$ cat src/rtl/stall_ctrl.sv
// Hazard/stall controller for the five-stage pipeline; owns the mult/div busy timer.
// Optional stall statistics counter enabled by defining STALL_CTRL_STAT_EN.
module stall_ctrl #(
  parameter int MULT_CYCLES = 5,
  parameter int DIV_CYCLES  = 10,
  parameter int CNT_W       = 4   // must hold max(MULT_CYCLES, DIV_CYCLES)
) (
  input  logic        clk,
  input  logic        reset,
  input  logic [4:0]  D_rs,
  input  logic [4:0]  D_rt,
  input  logic [1:0]  D_tuse_rs,
  input  logic [1:0]  D_tuse_rt,
  input  logic        D_is_md,
  input  logic [4:0]  E_writeReg,
  input  logic [1:0]  E_tnew,
  input  logic [4:0]  M_writeReg,
  input  logic [1:0]  M_tnew,
  input  logic        E_md_start,
  input  logic        E_md_div,
`ifdef STALL_CTRL_STAT_EN
  output logic [31:0] stall_cnt,
`endif
  output logic        F_en,
  output logic        D_en,
  output logic        E_clr,
  output logic        md_busy
);

  // state | meaning
  // IDLE  | mult/div unit free, cnt == 0
  // BUSY  | mult/div unit running, cnt counts down to 0
  typedef enum logic {IDLE = 1'b0, BUSY = 1'b1} state_t;

  state_t             state, state_next;
  logic [CNT_W-1:0]   cnt, cnt_next;
  logic               hz_rs, hz_rt, hz_md, stall;

  always_comb begin
    hz_rs = (D_rs != 5'd0) &&
            (((E_writeReg == D_rs) && (E_tnew > D_tuse_rs)) ||
             ((M_writeReg == D_rs) && (M_tnew > D_tuse_rs)));
    hz_rt = (D_rt != 5'd0) &&
            (((E_writeReg == D_rt) && (E_tnew > D_tuse_rt)) ||
             ((M_writeReg == D_rt) && (M_tnew > D_tuse_rt)));
  end

  assign md_busy = (state == BUSY);
  assign hz_md   = D_is_md && (md_busy || E_md_start);
  assign stall   = hz_rs || hz_rt || hz_md;

  assign F_en  = ~stall;
  assign D_en  = ~stall;
  assign E_clr = stall;

  always_ff @(posedge clk) begin
    if (reset) begin
      state <= IDLE;
      cnt   <= '0;
    end else begin
      state <= state_next;
      cnt   <= cnt_next;
    end
  end

  // A new mult/div start reloads the timer regardless of any count in progress.
  always_comb begin
    state_next = state;
    cnt_next   = cnt;
    case (state)
      IDLE: begin
        if (E_md_start) begin
          cnt_next   = E_md_div ? CNT_W'(DIV_CYCLES) : CNT_W'(MULT_CYCLES);
          state_next = BUSY;
        end
      end
      BUSY: begin
        if (E_md_start) begin
          cnt_next   = E_md_div ? CNT_W'(DIV_CYCLES) : CNT_W'(MULT_CYCLES);
          state_next = BUSY;
        end else begin
          cnt_next   = cnt - CNT_W'(1);
          state_next = (cnt == CNT_W'(1)) ? IDLE : BUSY;
        end
      end
      default: begin
        state_next = IDLE;
        cnt_next   = '0;
      end
    endcase
  end

`ifdef STALL_CTRL_STAT_EN
  always_ff @(posedge clk) begin
    if (reset)
      stall_cnt <= 32'd0;
    else if (stall)
      stall_cnt <= stall_cnt + 32'd1;
  end
`endif

endmodule

$ cat config.mk
export PLATFORM = sky130hd
export DESIGN_NAME = stall_ctrl
export DESIGN_NICKNAME = d
export VERILOG_FILES = /design/src/rtl/stall_ctrl.sv
export SDC_FILE = /design/constraint.sdc
export NUM_CORES = 1
export LEC_CHECK = 0
export BUFFER_PORTS_ARGS = -buffer_cell sky130_fd_sc_hd__buf_2
export CAP_MARGIN = 15
export CORE_MARGIN = 2
export CORE_UTILIZATION = 44
export CTS_BUF_LIST = sky130_fd_sc_hd__clkbuf_8 sky130_fd_sc_hd__clkbuf_16
export CTS_CLUSTER_SIZE = 25
export DETAILED_ROUTE_END_ITERATION = 12
export PLACE_DENSITY = 0.79
export SLEW_MARGIN = 20
export SYNTH_ARGS = -nofsm -noshare
export SYNTH_HDL_FRONTEND = slang
export SYNTH_SLANG_ARGS = --single-unit
export TNS_END_PERCENT = 20
$ cat constraint.sdc
create_clock -name clk -period 1.38 [get_ports clk]
set_input_delay 0.069 -clock clk [delete_from_list [all_inputs] [get_ports clk]]
set_output_delay 0.069 -clock clk [all_outputs]
set_load 0.005 [all_outputs]
Yosys cells after proc, flatten, opt, wreduce, memory -nomap -nowiden --
Cells that the tools add are included. W data, S select, Z words.
Operators by class: $lt $le $gt $ge 4, bitwise logic cells 2, $add $sub $neg 1, equality and inequality tests 6, mux-type cells 8, reduce and logical (&&, ||, !) cells 14
Operators by type and width (count):
- $eq A5 B5 Y1 | 4
- $mux W4 | 3
- $reduce_bool A5 Y1 | 2
- $gt A2 B2 Y1 | 4
- $pmux W4 S2 | 1
- $logic_and A1 B1 Y1 | 7
- $logic_or A1 B1 Y1 | 5
- $eq A4 B1 Y1 const B | 1
- $sub A4 B1 Y4 const B | 1
- $mux W1 | 3
- $ne A2 B2 Y1 const B | 1
- $not A1 Y1 | 2
- $pmux W1 S2 | 1
Word-level totals: logic and storage cells 37, output and inout bits 4, bits of input ports 33, bits in registers 5

Depth between registers and ports, before layout --
depth in word-level cells 7, depth in mapped cells 8, gate-level depth less buffers 7

Least setup slack after synthesis --
Ideal clock, no wire load.
path kind in2out, start input D_tuse_rs[1], end output F_en, required time 1.311 ns, slack 0.045 ns, buffers on the path 1, stages 8, arrival 1.266 ns, path through inv_1 > ha_1 > nand2_1 > nand4_1 > nor4_1 > o22ai_1 > and3_1 > buf_4
Between the ends: word-level cells in the longest chain between the ends 7, elaborated cells on any way between the ends 9, classes of those cells order compare: 2; bitwise: 1; reduce/logical: 6
Ends and longest elaborated chain:
- start: declaration | RTL line 12 | input logic [1:0] D_tuse_rs,
- $gt A2 B2 Y1, on equally long branches | RTL line 41, 42
- $logic_and A1 B1 Y1, on equally long branches | RTL line 41, 42
- $logic_or A1 B1 Y1 (*) | RTL line 41 | (((E_writeReg == D_rs) && (E_tnew > D_tuse_rs)) ||
- $logic_and A1 B1 Y1 (*) | RTL line 40 | hz_rs = (D_rs != 5'd0) &&
- $logic_or A1 B1 Y1 (*) (2 in a row) | RTL line 50 | assign stall = hz_rs || hz_rt || hz_md;
- $not A1 Y1 (*)
- end: declaration | RTL line 24 | output logic F_en,
Mark *: on every way between the ends. The rest lies on a longest branch, timed or not.

Worst setup path in the final report --
start input D_tuse_rs[1], end output D_en
Between the ends: word-level cells in the longest chain between the ends 7, elaborated cells on any way between the ends 9, classes of those cells order compare: 2; bitwise: 1; reduce/logical: 6
Ends and longest elaborated chain:
- $gt A2 B2 Y1, on equally long branches | RTL line 41, 42
- $logic_and A1 B1 Y1, on equally long branches | RTL line 41, 42
- $logic_or A1 B1 Y1 (*) | RTL line 41
- $logic_and A1 B1 Y1 (*) | RTL line 40
- $logic_or A1 B1 Y1 (*) (2 in a row) | RTL line 50
- $not A1 Y1 (*) | RTL line 53 | assign D_en = ~stall;
- end: declaration | RTL line 25 | output logic D_en,
Marked as above.

==> impl_results.md <==
- Outcome: complete, but fails checks
- Failing checks: negative setup slack
- Slew margin rel.: 82.7%
- Cell area after synthesis: 693 um^2
- CP startpoint kind: primary input
- TritonRoute pass-1 iters: 4
- Top cell by count, worst path: buf_2
- PD cells: 723 nW/um^2
- Worst Max-Slew Pin Slew: 0.259 ns
- Worst Skew: 0.000456 ns
- First-pass GRT wire length: a little over 3000 um
- Fin. Hold Viols: 0
- Hold_buf cts: 0
- Distinct cell type count after synthesis: 22
- Layout Area Growth over Synthesis: 38.3%
- IO Pins: 37
- Die Area: 1910 um^2
- Tot GR Track Use: about 22%
- Worst setup margin: -0.0648 ns
- Max FO, Critical Path: 2
- Post-synthesis register bit count: 5
- CP Class: in2out
- Core Region: 1490 um^2
- RSZ-0062 raised after global routing: true
- Max VDD drop: between 700 and 800 uV
- Cell row count: 14
- Syn_area_per_cell: 7.88 um^2
- Final #Nets: 171
- Number of remaining DRC errors: 0
- Setup tns final: -0.130 ns
- Clock Path Buffers: 2
- Seq/Total Area, Yosys: 14.4%
- Synth top area cells: xnor2_1 (19%), ha_1 (18%), dfxtp_1 (14%)
- Synth warnings: 0
- Post-synth net total: 131
- CP Cell Sequence: buf_2, inv_1, ha_1, nand2_1, nand4_1, nor4_2, o22ai_1, and3_1, buf_2
- CTS tree: built
- Synth async-reset ratio: 0%
- CTS Buf Count: 3
- Dpl hpwl: 1510 um
- Root Buffer: clkbuf_8
- Utilization after layout: 64.4%
- Die height: about 44 um
- # port buffers: 36
- # diodes: 0
- CP arrival: 1.38 ns
- Clk sinks: 5
- Die span in x: 43.7 um
- Cell family with most CP delay: simple AND/OR/NAND/NOR gates
- Critical path's largest stage delay: about 0.25 ns
- Htree depth: 1
- Vias: 750
- Vias per std cell: roughly 5.2
- Final setup viols: 2
- Synth top area share: a little under a fifth
- Hold Path Class: in2reg
- Fin Hold WS: 0.0600 ns
- Predominant post-synthesis flop cell: dfxtp_1
- Initial Utilization: 46.6%
- Largest net degree at the start of global routing: 10
- Fin crit period: between 1 and 1.5 ns
- Gp weighted congestion: 0.819
- Worst Path Buf+Inv: 3
- Synth area leader: xnor2_1
- CP endpoint kind: primary output
- Worst skew pair latency: 0.22 ns
- Routed WL: 1800 um
- Fmax: 0.692 GHz
- Post-DR wirelength/cell: 12.6 um
- Global route overflow: 0
- Drt initial violations: 9
- Max-cap violation count: 0
- Post-Syn Instances: 88
- Slowest CP cell: ha_1
- EDFF count, synth: 0
- Share of cells above drive strength 1: 35.4%
- Count leader, synth: xnor2_1
- Worst-path clk slew: 0.03 ns
- Post-synth top cells: xnor2_1 (15), ha_1 (10), inv_1 (9)
- Ratio of final minimum period to clock period: 105%
- Leakage: between 0.4 and 0.5 nW
- Antenna violations before repair: 0
- ANT nets after route: 0
- Number of global-route vias before repair: 759
- Max Slew Vio Count: 0
- Data required time of the worst path: approximately 1.3 ns
path summary, 6_finish.rpt:
check	endpoint	start	cells past startpoint	slack, ns
worst min register to register	md_busy	cnt[3]	4	0.63
worst max-delay path	D_en	D_tuse_rs[1]	9	-0.06
worst max register to register	cnt[1]	cnt[0]	5	0.20
worst min-delay path	cnt[1]	reset	2	0.06
flip-flops by register name, summed over array words and instances (netlist names):
name     flops
cnt          4
md_busy      1
timing repair:
action	CTS	global route
endpoints found under the setup margin	3	3
pin swaps	5	1
setup buffers	0	0
resized for setup	2	3
metrics by stage:
step                total power, mW  instance area, um^2  worst slack, ns  instances
floorplan                     0.314                  693           0.0446         88
global placement              0.414                  890           -0.167        139
detailed placement            0.421                  890           -0.158        139
CTS                           0.689                  935          -0.0518        143
global route                  0.750                  958           -0.161        143
finish                        0.693                  958          -0.0648        143
per-layer routing:
layer	up-vias	GRT usage, %	wire length, um
li1	382	-	-
met1	331	24.0	692
met2	33	40.6	988
met3	4	4.58	95
met4	0	10.3	27
met5	-	0	0
area by class of cell:
cell class	instances	area, um^2
well taps	16	20.0
multi-input cells	72	572
inverters	9	33.8
clock buffers	3	41.3
repair buffers	37	188
fillers	138	531
clock inverters	1	3.75
flip-flops and latches	5	100
worst register-to-register path, cell delays in order, from the launching register on:
cell and delay [ns]:
dfxtp_1 0.39, inv_1 0.07, ha_1 0.29, a211oi_1 0.23, a21oi_1 0.07, nor2_1 0.08
cells by family (layout without fill, tap and decap cells):
family	Yosys count	after routing	synth area share [%]
AOI/OAI and AO/OA	15	15	13.0
DFF	5	5	14.4
and+or+nand+nor	24	24	19.0
adders and majority gates	10	10	18.1
xor gates and xnor gates	23	23	29.1
buffers and inverters	11	50	6.50
where the power goes:
group,internal [mW],switching (mW)
sequential,0.158,0.0109
combinational,0.132,0.134
clock,0.190,0.0685
total,0.480,0.213
cells in the final DEF, fill, tap and decap left out, types with 2 or more instances in the layout:
cell / count
nand3_1: 2
nor2_1: 6
o21a_1: 2
nand2_1: 5
a21oi_1: 7
or4_1: 2
buf_2: 36
o22ai_1: 2
inv_1: 9
xnor2_1: 15
ha_1: 9
dfxtp_1: 5
clkbuf_8: 3
nor4_1: 2
nand4_1: 3
xor2_1: 8
(Power assumes the default switching activity.)
